==> src/rtl/bumpy_collision_detect_pkg.sv <==
// Shared constants and types for the Bumpy collision path. The movement
// controller imports the same package, so the edge numbering and the tile
// geometry are defined in one place only.
package bumpy_pkg;

  // Bit positions inside an edge code
  localparam int EDGE_BOTTOM = 0;
  localparam int EDGE_RIGHT  = 1;
  localparam int EDGE_TOP    = 2;
  localparam int EDGE_LEFT   = 3;

  // Geometry shared with the movement controller
  localparam int TILE_WIDTH   = 80;
  localparam int BUMPY_OFFSET = 24;

  typedef logic [3:0] edge_code_t;

  // RUN accumulates and publishes. CLEAR holds everything at zero until the
  // next frame boundary after EndGame drops.
  typedef enum logic {
    ST_RUN   = 1'b0,
    ST_CLEAR = 1'b1
  } det_state_t;

endpackage

==> src/rtl/bumpy_collision_detect_if.sv <==
// Pixel-rate bundle between the sprite/tile object units and the collision
// detector. The master side drives the drawing requests and the frame
// controls; the slave side is the detector, which returns the frame summary.
interface bumpy_collision_detect_if;
  import bumpy_pkg::*;

  logic        startOfFrame;
  logic        EndGame;
  logic        bumpyDR;
  logic [10:0] bumpyOffsetX;
  logic [10:0] bumpyOffsetY;
  logic        brickDR;
  logic        jumpBrickDR;
  logic        borderDR;
  logic        collision;
  logic        jumpCollision;
  edge_code_t  HitEdgeCode;

  modport master (
    output startOfFrame, EndGame, bumpyDR, bumpyOffsetX, bumpyOffsetY,
           brickDR, jumpBrickDR, borderDR,
    input  collision, jumpCollision, HitEdgeCode
  );

  modport slave (
    input  startOfFrame, EndGame, bumpyDR, bumpyOffsetX, bumpyOffsetY,
           brickDR, jumpBrickDR, borderDR,
    output collision, jumpCollision, HitEdgeCode
  );

endinterface

==> src/rtl/bumpy_collision_detect_edge.sv <==
// Combinational mapping from a pixel offset inside the Bumpy sprite to the
// sprite edge bands that pixel lies in. Corner pixels fall in two bands,
// centre pixels in none. An offset outside the sprite never reports an edge.
module edge_classifier
  import bumpy_pkg::*;
#(
  parameter int SPRITE_W  = 32,
  parameter int SPRITE_H  = 32,
  parameter int EDGE_BAND = 4
) (
  input  logic [10:0] offX_i,
  input  logic [10:0] offY_i,
  output edge_code_t  edge_o
);

  // Band membership, gated by an in-sprite range check
  always_comb begin
    edge_o = '0;
    if ((offX_i < 11'(SPRITE_W)) && (offY_i < 11'(SPRITE_H))) begin
      edge_o[EDGE_BOTTOM] = (offY_i >= 11'(SPRITE_H - EDGE_BAND));
      edge_o[EDGE_RIGHT]  = (offX_i >= 11'(SPRITE_W - EDGE_BAND));
      edge_o[EDGE_TOP]    = (offY_i <  11'(EDGE_BAND));
      edge_o[EDGE_LEFT]   = (offX_i <  11'(EDGE_BAND));
    end
  end

endmodule

==> src/rtl/bumpy_collision_detect.sv <==
// Per-frame collision summary for the Bumpy movement controller. Overlaps of
// the Bumpy sprite with bricks, jump bricks and the border are counted while
// frame N is scanned; at startOfFrame the totals are compared against a
// small noise threshold and published, then held steady for frame N+1.
module bumpy_collision_detect
  import bumpy_pkg::*;
#(
  parameter int SPRITE_W       = 32,
  parameter int SPRITE_H       = 32,
  parameter int EDGE_BAND      = 4,
  parameter int MIN_HIT_PIXELS = 2,
  parameter int CNT_BITS       = 10
) (
  input  logic                     clk,
  input  logic                     resetN,
  bumpy_collision_detect_if.slave  bus
);

  localparam logic [CNT_BITS-1:0] CNT_MAX = '1;
  localparam logic [CNT_BITS-1:0] CNT_THR = CNT_BITS'(MIN_HIT_PIXELS);

  // Counters stick at full scale instead of wrapping, so a long overlap can
  // never roll back under the threshold.
  function automatic logic [CNT_BITS-1:0] sat_inc(
    input logic [CNT_BITS-1:0] cnt,
    input logic                inc
  );
    if (inc && (cnt != CNT_MAX)) begin
      return cnt + CNT_BITS'(1);
    end
    return cnt;
  endfunction

  det_state_t          state_q, state_d;
  logic                solid_q, solid_d;
  logic                jump_q, jump_d;
  edge_code_t          edge_q, edge_d;
  logic [CNT_BITS-1:0] solid_cnt_q, solid_cnt_d;
  logic [CNT_BITS-1:0] jump_cnt_q, jump_cnt_d;
  edge_code_t          acc_edge_q, acc_edge_d;
  logic                col_q, col_d;
  logic                jcol_q, jcol_d;
  edge_code_t          code_q, code_d;

  edge_code_t          pix_edge;
  logic                hit_solid, hit_jump;
  logic [CNT_BITS-1:0] solid_cnt_nx, jump_cnt_nx;
  edge_code_t          acc_edge_nx;
  logic                col_nx;

  edge_classifier #(
    .SPRITE_W  (SPRITE_W),
    .SPRITE_H  (SPRITE_H),
    .EDGE_BAND (EDGE_BAND)
  ) u_edge (
    .offX_i (bus.bumpyOffsetX),
    .offY_i (bus.bumpyOffsetY),
    .edge_o (pix_edge)
  );

  // Stage 1 inputs: overlap tests for the pixel on the bus this clock
  assign hit_solid = bus.bumpyDR & (bus.brickDR | bus.borderDR);
  assign hit_jump  = bus.bumpyDR & bus.jumpBrickDR;

  // Stage 2 inputs: frame totals including the pixel held in stage 1, which
  // still belongs to the frame that a coincident startOfFrame closes
  assign solid_cnt_nx = sat_inc(solid_cnt_q, solid_q | jump_q);
  assign jump_cnt_nx  = sat_inc(jump_cnt_q, jump_q);
  assign acc_edge_nx  = acc_edge_q | edge_q;
  assign col_nx       = (solid_cnt_nx >= CNT_THR);

  // Next-state, pipeline, accumulator and publish logic
  always_comb begin
    state_d     = state_q;
    solid_d     = hit_solid;
    jump_d      = hit_jump;
    edge_d      = (hit_solid | hit_jump) ? pix_edge : '0;
    solid_cnt_d = solid_cnt_nx;
    jump_cnt_d  = jump_cnt_nx;
    acc_edge_d  = acc_edge_nx;
    col_d       = col_q;
    jcol_d      = jcol_q;
    code_d      = code_q;

    if (bus.EndGame) begin
      state_d     = ST_CLEAR;
      solid_d     = 1'b0;
      jump_d      = 1'b0;
      edge_d      = '0;
      solid_cnt_d = '0;
      jump_cnt_d  = '0;
      acc_edge_d  = '0;
      col_d       = 1'b0;
      jcol_d      = 1'b0;
      code_d      = '0;
    end else begin
      case (state_q)
        ST_RUN: begin
          if (bus.startOfFrame) begin
            col_d       = col_nx;
            jcol_d      = (jump_cnt_nx >= CNT_THR);
            code_d      = col_nx ? acc_edge_nx : '0;
            solid_cnt_d = '0;
            jump_cnt_d  = '0;
            acc_edge_d  = '0;
          end
        end
        ST_CLEAR: begin
          // The partial frame after EndGame is dropped; the pixel on the
          // reopening startOfFrame clock is the first one of the new frame.
          solid_cnt_d = '0;
          jump_cnt_d  = '0;
          acc_edge_d  = '0;
          col_d       = 1'b0;
          jcol_d      = 1'b0;
          code_d      = '0;
          if (bus.startOfFrame) begin
            state_d = ST_RUN;
          end else begin
            solid_d = 1'b0;
            jump_d  = 1'b0;
            edge_d  = '0;
          end
        end
        default: begin
          state_d = ST_CLEAR;
        end
      endcase
    end
  end

  // State, stage-1 pipeline, stage-2 accumulators and published outputs
  always_ff @(posedge clk or negedge resetN) begin
    if (!resetN) begin
      state_q     <= ST_RUN;
      solid_q     <= 1'b0;
      jump_q      <= 1'b0;
      edge_q      <= '0;
      solid_cnt_q <= '0;
      jump_cnt_q  <= '0;
      acc_edge_q  <= '0;
      col_q       <= 1'b0;
      jcol_q      <= 1'b0;
      code_q      <= '0;
    end else begin
      state_q     <= state_d;
      solid_q     <= solid_d;
      jump_q      <= jump_d;
      edge_q      <= edge_d;
      solid_cnt_q <= solid_cnt_d;
      jump_cnt_q  <= jump_cnt_d;
      acc_edge_q  <= acc_edge_d;
      col_q       <= col_d;
      jcol_q      <= jcol_d;
      code_q      <= code_d;
    end
  end

  assign bus.collision     = col_q;
  assign bus.jumpCollision = jcol_q;
  assign bus.HitEdgeCode   = code_q;

endmodule

==> src/flat_wrapper.sv <==
// flat-port wrapper written by rule: the top's interface ports become plain ports
module bumpy_collision_detect_flat import bumpy_pkg::*;
#(
  parameter int SPRITE_W       = 32,
  parameter int SPRITE_H       = 32,
  parameter int EDGE_BAND      = 4,
  parameter int MIN_HIT_PIXELS = 2,
  parameter int CNT_BITS       = 10
)
  (clk, resetN, bus_startOfFrame, bus_EndGame, bus_bumpyDR, bus_bumpyOffsetX, bus_bumpyOffsetY, bus_brickDR, bus_jumpBrickDR, bus_borderDR, bus_collision, bus_jumpCollision, bus_HitEdgeCode);
  bumpy_collision_detect_if bus_i ();
  input  logic clk;
  input  logic resetN;
  input wire logic [$bits(bus_i.startOfFrame)-1:0] bus_startOfFrame;
  input wire logic [$bits(bus_i.EndGame)-1:0] bus_EndGame;
  input wire logic [$bits(bus_i.bumpyDR)-1:0] bus_bumpyDR;
  input wire logic [$bits(bus_i.bumpyOffsetX)-1:0] bus_bumpyOffsetX;
  input wire logic [$bits(bus_i.bumpyOffsetY)-1:0] bus_bumpyOffsetY;
  input wire logic [$bits(bus_i.brickDR)-1:0] bus_brickDR;
  input wire logic [$bits(bus_i.jumpBrickDR)-1:0] bus_jumpBrickDR;
  input wire logic [$bits(bus_i.borderDR)-1:0] bus_borderDR;
  output wire logic [$bits(bus_i.collision)-1:0] bus_collision;
  output wire logic [$bits(bus_i.jumpCollision)-1:0] bus_jumpCollision;
  output wire logic [$bits(bus_i.HitEdgeCode)-1:0] bus_HitEdgeCode;
  assign bus_i.startOfFrame = bus_startOfFrame;
  assign bus_i.EndGame = bus_EndGame;
  assign bus_i.bumpyDR = bus_bumpyDR;
  assign bus_i.bumpyOffsetX = bus_bumpyOffsetX;
  assign bus_i.bumpyOffsetY = bus_bumpyOffsetY;
  assign bus_i.brickDR = bus_brickDR;
  assign bus_i.jumpBrickDR = bus_jumpBrickDR;
  assign bus_i.borderDR = bus_borderDR;
  assign bus_collision = bus_i.collision;
  assign bus_jumpCollision = bus_i.jumpCollision;
  assign bus_HitEdgeCode = bus_i.HitEdgeCode;
  bumpy_collision_detect #(.SPRITE_W(SPRITE_W), .SPRITE_H(SPRITE_H), .EDGE_BAND(EDGE_BAND), .MIN_HIT_PIXELS(MIN_HIT_PIXELS), .CNT_BITS(CNT_BITS)) u_core (.clk(clk), .resetN(resetN), .bus(bus_i));
endmodule
==> config.mk <==
export PLATFORM = sky130hd
export DESIGN_NAME = bumpy_collision_detect_flat
export DESIGN_NICKNAME = d
export VERILOG_FILES = /design/src/rtl/bumpy_collision_detect_pkg.sv /design/src/rtl/bumpy_collision_detect_if.sv /design/src/rtl/bumpy_collision_detect_edge.sv /design/src/rtl/bumpy_collision_detect.sv /design/src/flat_wrapper.sv
export SDC_FILE = /design/constraint.sdc
export NUM_CORES = 1
export LEC_CHECK = 0
export ABC_AREA = 1
export CORE_MARGIN = 2
export CORE_UTILIZATION = 50
export DETAILED_ROUTE_END_ITERATION = 10
export DONT_BUFFER_PORTS = 1
export GPL_TIMING_DRIVEN = 0
export HOLD_SLACK_MARGIN = 0.02
export PLACE_DENSITY = 0.68
export SYNTH_ARGS = -nofsm -noshare
export SYNTH_HDL_FRONTEND = slang
export SYNTH_SLANG_ARGS = --single-unit
==> constraint.sdc <==
create_clock -name clk -period 3.7 [get_ports clk]
set_input_delay 1.11 -clock clk [delete_from_list [all_inputs] [get_ports clk]]
set_output_delay 1.11 -clock clk [all_outputs]
set_load 0.05 [all_outputs]
==> impl_results.md <==
* Count of pins over their slew limit at 0
* Die height at 67.6 um
* Post-CTS sizing at 0
* Peak VDD IR at 0.290 mV
* Detailed-route DRC error count at 0
* Register bit total from synthesis at 37
* Worst reg2reg path depth at 12
* HPWL after DPL at 2930 um
* Layout area overhead at 8.78%
* Largest net degree at the start of global routing at 38
* Row count at 23
* Crit path required time at 2.59 ns
* Netlist cell types at 27
* Max Freq at 489 MHz
* Tot GR Track Use at 0.201
* Seq/Total Area, Yosys at 0.457
* Synthesis Warnings at 0
* N_diodes at 0
* Mean Syn Cell Area at 7.50 um^2
* Cell internal pwr at 0.000627 W
* Ports at 36
* Cell Area, Synth at 2020 um^2
* H-tree levels at 2
* First-pass GRT wire length at 6780 um
* Global route overflow at 0
* Fin crit share at 0.553
* Worst hold endpoint: u_core.solid_cnt_q[0]$_DFF_PN0_
* Max-Cap Viols at 0
* Maximum clock insertion buffer count at 2
* Die area at 4570 um^2
* Die extent in x at 67.6 um
* Fin crit period at 2.05 ns
* Fin nets at 309
* # fillers at 367
* Mapped Nets at 302
* Crit Path Max Fanout at 2
* Gpl congestion at 0.801
* PwrDens at 369 nW/um^2
* DRT Pass-1 Iters at 4
* Max_slew headroom at 0.557
* Worst R2R End: u_core.bus.HitEdgeCode[0]$_DFFE_PN0P_
* Most frequently used flop master after synthesis: dfrtp_1
* Net Switching at 0.000186 W
* Root buf cell: clkbuf_8
* RSZ-0062 raised after global routing: no
* Starting Density at 0.513
* Total CTS buffers at 5
* Final Skew at 0.00714 ns
* Post-Synthesis Cells at 270
* Post-synth EDFFs at 0
* Hold depth at 1
* Final core occ at 0.559
* Post-route antenna net violation count at 0
* Final hold vios at 0
* Postcts setup bufs at 0
* Worst skew pair latency at 0.28 ns
* Vias per cell at 5.05
* Register clock-pin slew on the reported worst setup and hold paths at 0.07 ns
* # hold bufs at CTS at 0
* Worst Max-Slew Pin Slew at 0.660 ns
* Run status: finished, final reports clean
* Leak at 1.11 nW
* PortBufs at 0
* CTS tree: built
* Reg-to-reg slack, setup at 1.84 ns
* Vias in the first global route at 1539
* Flop pwr share at 0.511
* Reg-to-Reg Start: u_core.solid_cnt_q[0]$_DFF_PN0_
* Critical path arrival at 0.94 ns
* DRT iter0 DRCs at 110
* Setup TNS at 0 ns
* Crit. End Element: output port
* Initial antenna violation count at 0
* Asr flop ratio synth at 1.00
* Routed vias at 1658
* Avg WL per Cell at 11.8 um
* WS Path Type: reg2out
* Clock share of power at 0.423
* Switching part of the total at 0.228
* Drt total wl at 3880 um
* Comb pwr share at 0.066
* Worst hold-check path type: reg2reg
* Final setup viols at 0
* CP startpoint kind: flop
* Layout cells sized above 1 at 0.0863
* Num Clock Sinks at 37
* Origin of the worst min-delay path: u_core.solid_cnt_q[0]$_DFF_PN0_
* Core area at 3940 um^2
worst max path at each step:
stage | start | endpoint | slack (ns) | cells after the start
global route | u_core.bus.jumpCollision$_DFFE_PN0P_ | bus_jumpCollision | 1.60 | 0
finish | u_core.bus.jumpCollision$_DFFE_PN0P_ | bus_jumpCollision | 1.65 | 0
CTS | u_core.bus.jumpCollision$_DFFE_PN0P_ | bus_jumpCollision | 1.64 | 0
global placement | bus_EndGame | u_core.solid_cnt_q[0]$_DFF_PN0_ | 1.65 | 5
floorplan | bus_bumpyOffsetY[9] | u_core.edge_q[2]$_DFF_PN0_ | 1.77 | 4
detailed placement | bus_EndGame | u_core.jump_cnt_q[0]$_DFF_PN0_ | 1.62 | 5
synthesized netlist by cell type (3+ instances only):
cell | n | share of area
a21oi_1 | 3 | 0.0074
dfrtp_1 | 37 | 0.46
inv_1 | 34 | 0.063
nand2_1 | 81 | 0.15
nand2_4 | 3 | 0.017
nand3_1 | 22 | 0.054
nand4_1 | 5 | 0.015
nor2_1 | 44 | 0.082
nor2_4 | 3 | 0.017
nor3_1 | 4 | 0.0099
nor4_1 | 4 | 0.012
o21ai_0 | 6 | 0.015
xor2_1 | 6 | 0.026
metal layers:
layer  part of all wire  GRT usage
met1               0.48      0.263
met5                  0          0
met3              0.044     0.0583
met4             0.0064     0.0612
met2               0.47      0.324
area by class of cell:
class / count / area (um^2) / area share
clock inverters: 3 / 46.3 / 0.0210
inverters: 36 / 138 / 0.0625
flip-flops and latches: 37 / 926 / 0.420
well taps: 50 / 62.6 / 0.0284
clock buffers: 5 / 68.8 / 0.0313
multi-input cells: 194 / 948 / 0.431
plain buffers: 3 / 12.5 / 0.00568
layout by cell type (no fill, tap or decap), types with 2 or more instances in the layout:
cell type,count
clkbuf_1,2
nor2_4,3
inv_1,34
nand4_1,5
nor2_1,44
clkbuf_8,5
nor4_1,4
nand2_4,3
nand3_4,2
o21ai_0,6
a21oi_1,3
ha_1,2
nand2_1,81
nand3_1,22
nand3_2,2
nor3_1,4
xor2_1,6
dfrtp_1,37
flip-flops by register name (all words and copies together), names as in the netlist:
name and count:
u_core.acc_edge_q 4, u_core.jump_cnt_q 10, u_core.bus.collision 1, u_core.solid_q 1, u_core.bus.HitEdgeCode 4, u_core.state_q 1, u_core.solid_cnt_q 10, u_core.edge_q 4
u_core.bus.jumpCollision 1, u_core.jump_q 1
cell families (layout without fill, tap and decap cells):
group,after synthesis,count (layout),synth area share
compound gates,11,11,0.0284
xor+xnor,7,7,0.0303
fa+ha+maj,2,2,0.0124
buf+inv,39,47,0.0742
flops,37,37,0.457
simple gates,174,174,0.397
power groups by stage:
stage               Sequential (W)  Combinational [W]  Clock, W
floorplan                 0.000423          0.0000430         0
global placement          0.000424          0.0000537         0
detailed placement        0.000424          0.0000541         0
CTS                       0.000416          0.0000542  0.000353
global route              0.000416          0.0000615  0.000372
finish                    0.000416          0.0000537  0.000344
metrics by stage:
stage	cell area (um^2)	total power (W)	worst slack (ns)	hold slack, ns	instances
4_1_cts	2200	0.000823	1.64	0.500	328
3_3_place_gp	2090	0.000477	1.65	0.477	320
5_1_grt	2200	0.000850	1.60	0.486	328
2_1_floorplan	2020	0.000466	1.77	0.462	270
6_report	2200	0.000813	1.65	0.498	328
3_5_place_dp	2090	0.000478	1.62	0.486	320
Power figures use the tool's default switching activity.
